<file path="config.mk">
export PLATFORM = sky130hd
export DESIGN_NAME = voice_allocator
export DESIGN_NICKNAME = d
export VERILOG_FILES = /design/src/rtl/voice_allocator.sv
export SDC_FILE = /design/constraint.sdc
export NUM_CORES = 1
export LEC_CHECK = 0
export CAP_MARGIN = 20
export CORE_MARGIN = 2
export CORE_UTILIZATION = 50
export DETAILED_ROUTE_END_ITERATION = 12
export GPL_ROUTABILITY_DRIVEN = 0
export PLACE_DENSITY = 0.73
export SKIP_LAST_GASP = 1
export SYNTH_ARGS = -nofsm -noshare
export SYNTH_HDL_FRONTEND = slang
export SYNTH_SLANG_ARGS = --single-unit
</file>
<file path="constraint.sdc">
create_clock -name clk -period 17.2 [get_ports clk]
set_clock_uncertainty 0.15 [all_clocks]
set_input_delay 5.16 -clock clk [delete_from_list [all_inputs] [get_ports clk]]
set_output_delay 5.16 -clock clk [all_outputs]
set_load 0.05 [all_outputs]
</file>
<file path="src/rtl/voice_allocator.sv">
// voice_allocator: assigns note-on/off requests to NUM_VOICES gated voices with oldest-voice stealing and a guaranteed re-gate gap
module voice_allocator #(
  parameter int NUM_VOICES = 4,
  parameter int FREQ_BITS = 4,
  parameter int RETRIG_CYCLES = 1024,
  parameter int AGE_BITS = 4
) (
  input  logic                            clk,
  input  logic                            rst,
  input  logic                            req_valid,
  output logic                            req_ready,
  input  logic                            req_on,
  input  logic [FREQ_BITS-1:0]            req_freq,
  output logic [NUM_VOICES-1:0]           voice_hold,
  output logic [NUM_VOICES*FREQ_BITS-1:0] voice_freq,
  output logic [NUM_VOICES-1:0]           voice_active,
  output logic                            steal
);
  localparam int QW = $clog2(RETRIG_CYCLES + 1);
  localparam int IW = $clog2(NUM_VOICES);
  localparam logic [QW-1:0] QMAX = QW'(RETRIG_CYCLES);
  localparam logic [AGE_BITS-1:0] AMAX = '1;
  typedef enum logic {ST_IDLE, ST_WAIT} state_t;
  state_t state_q, state_d;
  logic [NUM_VOICES-1:0] hold_q, hold_d, active_q, active_d;
  logic [NUM_VOICES-1:0][FREQ_BITS-1:0] freq_q, freq_d;
  logic [NUM_VOICES-1:0][QW-1:0] quiet_q, quiet_d;
  logic [NUM_VOICES-1:0][AGE_BITS-1:0] age_q, age_d;
  logic [IW-1:0] tgt_q, tgt_d, match_idx, old_idx, rf_idx, in_idx, pick;
  logic [FREQ_BITS-1:0] pend_q, pend_d;
  logic steal_q, steal_d;
  logic match_hit, old_hit, rf_hit, in_hit, pick_rf, is_steal, on_acc, off_acc, wait_done;
  always_comb begin
    match_hit = 1'b0;
    match_idx = '0;
    old_hit = 1'b0;
    old_idx = '0;
    rf_hit = 1'b0;
    rf_idx = '0;
    in_hit = 1'b0;
    in_idx = '0;
    for (int i = NUM_VOICES - 1; i >= 0; i--) begin
      if (!active_q[i] && quiet_q[i] == QMAX) begin
        rf_hit = 1'b1;
        rf_idx = IW'(i);
      end
      if (!active_q[i]) begin
        in_hit = 1'b1;
        in_idx = IW'(i);
      end
    end
    for (int i = 0; i < NUM_VOICES; i++) begin
      if (active_q[i] && freq_q[i] == req_freq && (!match_hit || age_q[i] > age_q[match_idx])) begin
        match_hit = 1'b1;
        match_idx = IW'(i);
      end
      if (active_q[i] && (!old_hit || age_q[i] > age_q[old_idx])) begin
        old_hit = 1'b1;
        old_idx = IW'(i);
      end
    end
    pick = match_hit ? match_idx : rf_hit ? rf_idx : in_hit ? in_idx : old_idx;
    is_steal = !match_hit && !in_hit;
    pick_rf = !active_q[pick] && quiet_q[pick] == QMAX;
  end
  assign req_ready = (state_q == ST_IDLE) && !rst;
  assign on_acc = req_valid && req_ready && req_on;
  assign off_acc = req_valid && req_ready && !req_on;
  assign wait_done = state_q == ST_WAIT && quiet_q[tgt_q] == QMAX;
  always_ff @(posedge clk)
    if (rst) state_q <= ST_IDLE;
    else state_q <= state_d;
  always_comb
    state_d = (on_acc && !pick_rf) ? ST_WAIT : wait_done ? ST_IDLE : state_q;
  always_comb begin
    hold_d = hold_q;
    active_d = active_q;
    freq_d = freq_q;
    age_d = age_q;
    tgt_d = tgt_q;
    pend_d = pend_q;
    steal_d = on_acc && is_steal;
    for (int i = 0; i < NUM_VOICES; i++)
      quiet_d[i] = hold_q[i] ? '0 : (quiet_q[i] == QMAX ? QMAX : quiet_q[i] + 1'b1);
    if (on_acc) begin
      tgt_d = pick;
      pend_d = req_freq;
      for (int i = 0; i < NUM_VOICES; i++)
        if (active_q[i] && IW'(i) != pick && age_q[i] != AMAX) age_d[i] = age_q[i] + 1'b1;
      age_d[pick] = '0;
      hold_d[pick] = pick_rf;
      active_d[pick] = pick_rf;
      if (pick_rf) freq_d[pick] = req_freq;
    end
    if (off_acc && match_hit) begin
      hold_d[match_idx] = 1'b0;
      active_d[match_idx] = 1'b0;
      age_d[match_idx] = '0;
    end
    if (wait_done) begin
      hold_d[tgt_q] = 1'b1;
      active_d[tgt_q] = 1'b1;
      freq_d[tgt_q] = pend_q;
    end
  end
  always_ff @(posedge clk) begin
    if (rst) begin
      hold_q <= '0;
      active_q <= '0;
      freq_q <= '0;
      quiet_q <= {NUM_VOICES{QMAX}};
      age_q <= '0;
      tgt_q <= '0;
      pend_q <= '0;
      steal_q <= 1'b0;
    end else begin
      hold_q <= hold_d;
      active_q <= active_d;
      freq_q <= freq_d;
      quiet_q <= quiet_d;
      age_q <= age_d;
      tgt_q <= tgt_d;
      pend_q <= pend_d;
      steal_q <= steal_d;
    end
  end
  assign voice_hold = hold_q;
  assign voice_active = active_q;
  assign voice_freq = freq_q;
  assign steal = steal_q;
endmodule

</file>
# After elaboration in Yosys (flattened, before gate mapping)
# Cells that the tools add are included.
# classes
n_addsub	8
n_lt_le_gt_ge	15
n_eq_ne	17
mux	91
n_bitwise	10
reduce_logical	63
# op_table
operator	count
$mux 11	10
$mux 4	21
$mux 16	5
$eq 11x11->1 const B	6
$add 11x1->11 const B	4
$bmux 11 s2	2
$logic_and 1x1->1	35
$and 16x16->16	2
$bmux 4 s2	4
$bwmux 16	2
$not 16->16	2
$mux 2	15
$demux 4 s2	3
$mux 1	23
$lt 2x3->1 const B	7
$gt 4x4->1	5
$add 4x1->4 const B	4
$eq 4x4->1	4
$logic_not 1->1	16
$ne 4x4->1 const B	4
$reduce_or 3->1	4
$and 4x4->4	2
$bwmux 4	2
$or 4x4->4	2
other kinds (9)	20
# totals
ff_bits	92
in_bits	8
out_inout_bits	26
wordCells	226

# Logic depth before layout (Yosys ltp)
# depth
ltp_word	30
ltp_mapped	25
mapped_depth_nobuf	25

# Least setup slack after synthesis
# Ideal clock, no wire load.
# synth_path
path_kind	in2out
startpoint	in rst
endpoint	out req_ready
t_arrival_ns	5.884
t_required_ns	11.890
slack_ns	6.006
path_stages	1
path_buffers	0
path_cell_list	nor2_1
# synth_between
elab_chain_cells	2
# synth_lines
element	line	text
start: declaration	9	input logic rst,
$logic_not 1->1	66	assign req_ready = (state_q == ST_IDLE) && !rst;
$logic_and 1x1->1	66	
end: declaration	11	output logic req_ready,
# Every way passes these cells.

# Worst setup path after layout
# Ends and elaborated chain as after synthesis.

==> impl_metrics.toml <==
[outcome]
status = "completed"

[routing]
drtPass1Iterations = 5
ant_nets = 0
drt_iter0_markers = 370
viasPerCell = 5.95
dr_wl_met2_um = 6160
route.detailed.drc = 0
vias = 4759
wl_met3_um = 692
wl_met1_um = 5850
routed_wirelength_um = 13000
highest_layer = "met4"
routedWlPerCell_um = 16.2

[final_layout]
regArea_um2 = 1840
finish.utilization = 0.577
drive_gt1_frac = 0.0678
n_antenna_cell = 0
area_growth_pct = 11.2
fillers = 935
nets = 699
multi_input_area_um2 = 3330

[die]
die_w_um = 108
num_rows = 37
die_y_um = 108
die_area_um2 = 11600
pin_count = 34
core_area_um2 = 10400
start_util = 0.518

[global_route]
grt_pass1_wl_um = 21600
grt.overflow.total = 0
grt_pass1_vias = 4544
grt_max_degree = 44
gr-usage-all-layers = 0.235
antenna_found_initial = 0

[sta]
worst_pin_slew_ns = 0.697
layout_min_cycle_time_ns = 12.26
slew_viol_final = 0
fmax_ghz = 0.0815
grt_setup_unrepaired = "false"
hold_viol_final = 0
whs_ns = 0.332
finalSetupTns_ns = 0
slew_headroom = 0.532
finalSetupViolCount = 0
fin_crit_sh = 0.713

[synth]
yosys-top-cells-area = "dfxtp_1 (34%), ha_1 (7.4%), nor2_1 (5.8%)"
yosysMostFrequentCell = "dfxtp_1"
syn_area_um2 = 5380
yosysSeqAreaShare = 0.343
ys_types = 70
netlist_top_cells_count = "dfxtp_1 (92), nor2_1 (83), nand3_1 (38)"
syn_area_per_cell_um2 = 8.51
synthAdderAreaFrac = 0.0745
synth_nets = 672
synth_ff_type = "dfxtp_1"
synth-async-reset-ratio = 0
synth_top_cell_area_share = 0.343
synthSimpleGateAreaFrac = 0.244
synth_area_leader_cell = "dfxtp_1"
syn_inst = 632
synth-edff-count = 0
synth_top_family_by_area = "simple AND/OR/NAND/NOR gates"
synth_xor_area_frac = 0.0863
muxShareOfSynthArea = 0.0289
yosysWarnings = 0
synth-seq-cells = 92
synth_compound_area_frac = 0.187

[clocking]
root_buffer = "clkbuf_8"
clock-sinks = 92
cts_buffers = 9
clk_path_buf_depth = 2
clk_pin_slew_worst_paths_ns = 0.09
ctsHoldBuffers = 0
htreeDepth = 3
post_cts.resized_instances = 0
postCtsSetupBuffers = 0
cts_tree = "done"
clk-insertion-delay-late_ns = 0.38

[critical_path]
ff2ff_path_depth = 22
required_ns = 11.89
r2r_slack_ns = 10.83
critPathTopFamily = "buffers and inverters"
cp_num_buf_inv = 3
startpoint_type = "primary input"
crit_fanout = 43
path_cells = "clkdlybuf4s50_1 -> buf_4 -> nor2_1 -> clkdlybuf4s50_1"
rr_endpoint = "voice_hold[1]"
crit_path_top_delay_cell = "clkdlybuf4s50_1"
max_stage_delay_ns = 0.85
timing.critical_path.mode_cell = "clkdlybuf4s50_1"
critPathCaptureType = "output pin"
worstPathArrival_ns = 6.95
rr_startpoint = "age_q[1]"
crit_type = "primary input to output pin"

[min_path]
hold_start = "quiet_q[11]"
min_to = "quiet_q[11]"
hold_path.class = "flip-flop to flip-flop"
hold_depth = 1

[place]
io_buffers = 33
dp_hpwl_um = 9750

[power]
total_leakage_power_nw = 2.17
ir_drop_uv = 51.7
p_per_area_nw_per_um2 = 75.8

[job]
cap_violations = 0
## layer usage
| metal | vias to the layer above | global-route usage |
|---|---|---|
| met4 | 0 | 0.0733 |
| li1 | 2358 | - |
| met2 | 135 | 0.396 |
| met5 | - | 0 |
| met3 | 30 | 0.0581 |
| met1 | 2236 | 0.294 |
## sequential cells by signal (all words and copies together) (netlist names)
register and flops:
age_q 16, pend_q 4, quiet_q 44, state_q 1, steal 1, tgt_q 2
voice_active 4, voice_freq 16, voice_hold 4
## power breakdown
part / leakage [nW] / total [mW] / switching, mW / internal [mW]
Sequential: 0.742 / 0.226 / 0.00774 / 0.219
Combinational: 1.33 / 0.0913 / 0.0611 / 0.0302
Clock: 0.0929 / 0.136 / 0.0811 / 0.0544
## logic make-up (layout without fill, tap and decap cells)
kind of cell               count (synthesis)  count (layout)
AOI/OAI and AO/OA                        142             142
xor gates and xnor gates                  53              53
and+or+nand+nor                          249             249
muxes                                     14              14
DFF                                       92              92
buffers and inverters                     50              82
adders and majority gates                 32              32
## per-stage QoR
| step | cell area (um2) | power [mW] | setup slack (ns) | instances |
|---|---|---|---|---|
| after floorplan | 5380 | 0.295 | 6.01 | 632 |
| after global placement | 5800 | 0.319 | 5.00 | 784 |
| after detailed placement | 5800 | 0.320 | 4.94 | 784 |
| after CTS | 5980 | 0.455 | 4.93 | 800 |
| after global routing | 5980 | 0.473 | 4.87 | 800 |
| final | 5980 | 0.453 | 4.94 | 800 |
## layout make-up
cell class / count / share of cell area
clock buffers: 10 / 0.0213
multi-input cells: 490 / 0.558
inverters: 32 / 0.0201
well taps: 136 / 0.0285
clock inverters: 6 / 0.00795
flip-flops and latches: 92 / 0.308
repair buffers: 34 / 0.0565
## worst max path at each step
| stage | start | end | depth (start not counted) |
|---|---|---|---|
| after CTS | rst | req_ready | 4 |
| after global placement | rst | req_ready | 4 |
| after detailed placement | rst | req_ready | 4 |
| final | rst | req_ready | 4 |
| after floorplan | rst | req_ready | 1 |
| after global routing | rst | req_ready | 4 |
## layout by cell type, fill, tap and decap left out, drive strengths merged, types with 10 or more instances in the layout
master,count
nand4,13
nor2,83
mux2i,11
o21ai,46
xnor2,29
nand2,36
or3,23
nand3,38
clkdlybuf4s50,33
and3,13
ha,32
a311oi,12
clkbuf,10
inv,35
dfxtp,92
a21oi,29
xor2,24
nor3,18
Power figures use the tool's default switching activity.
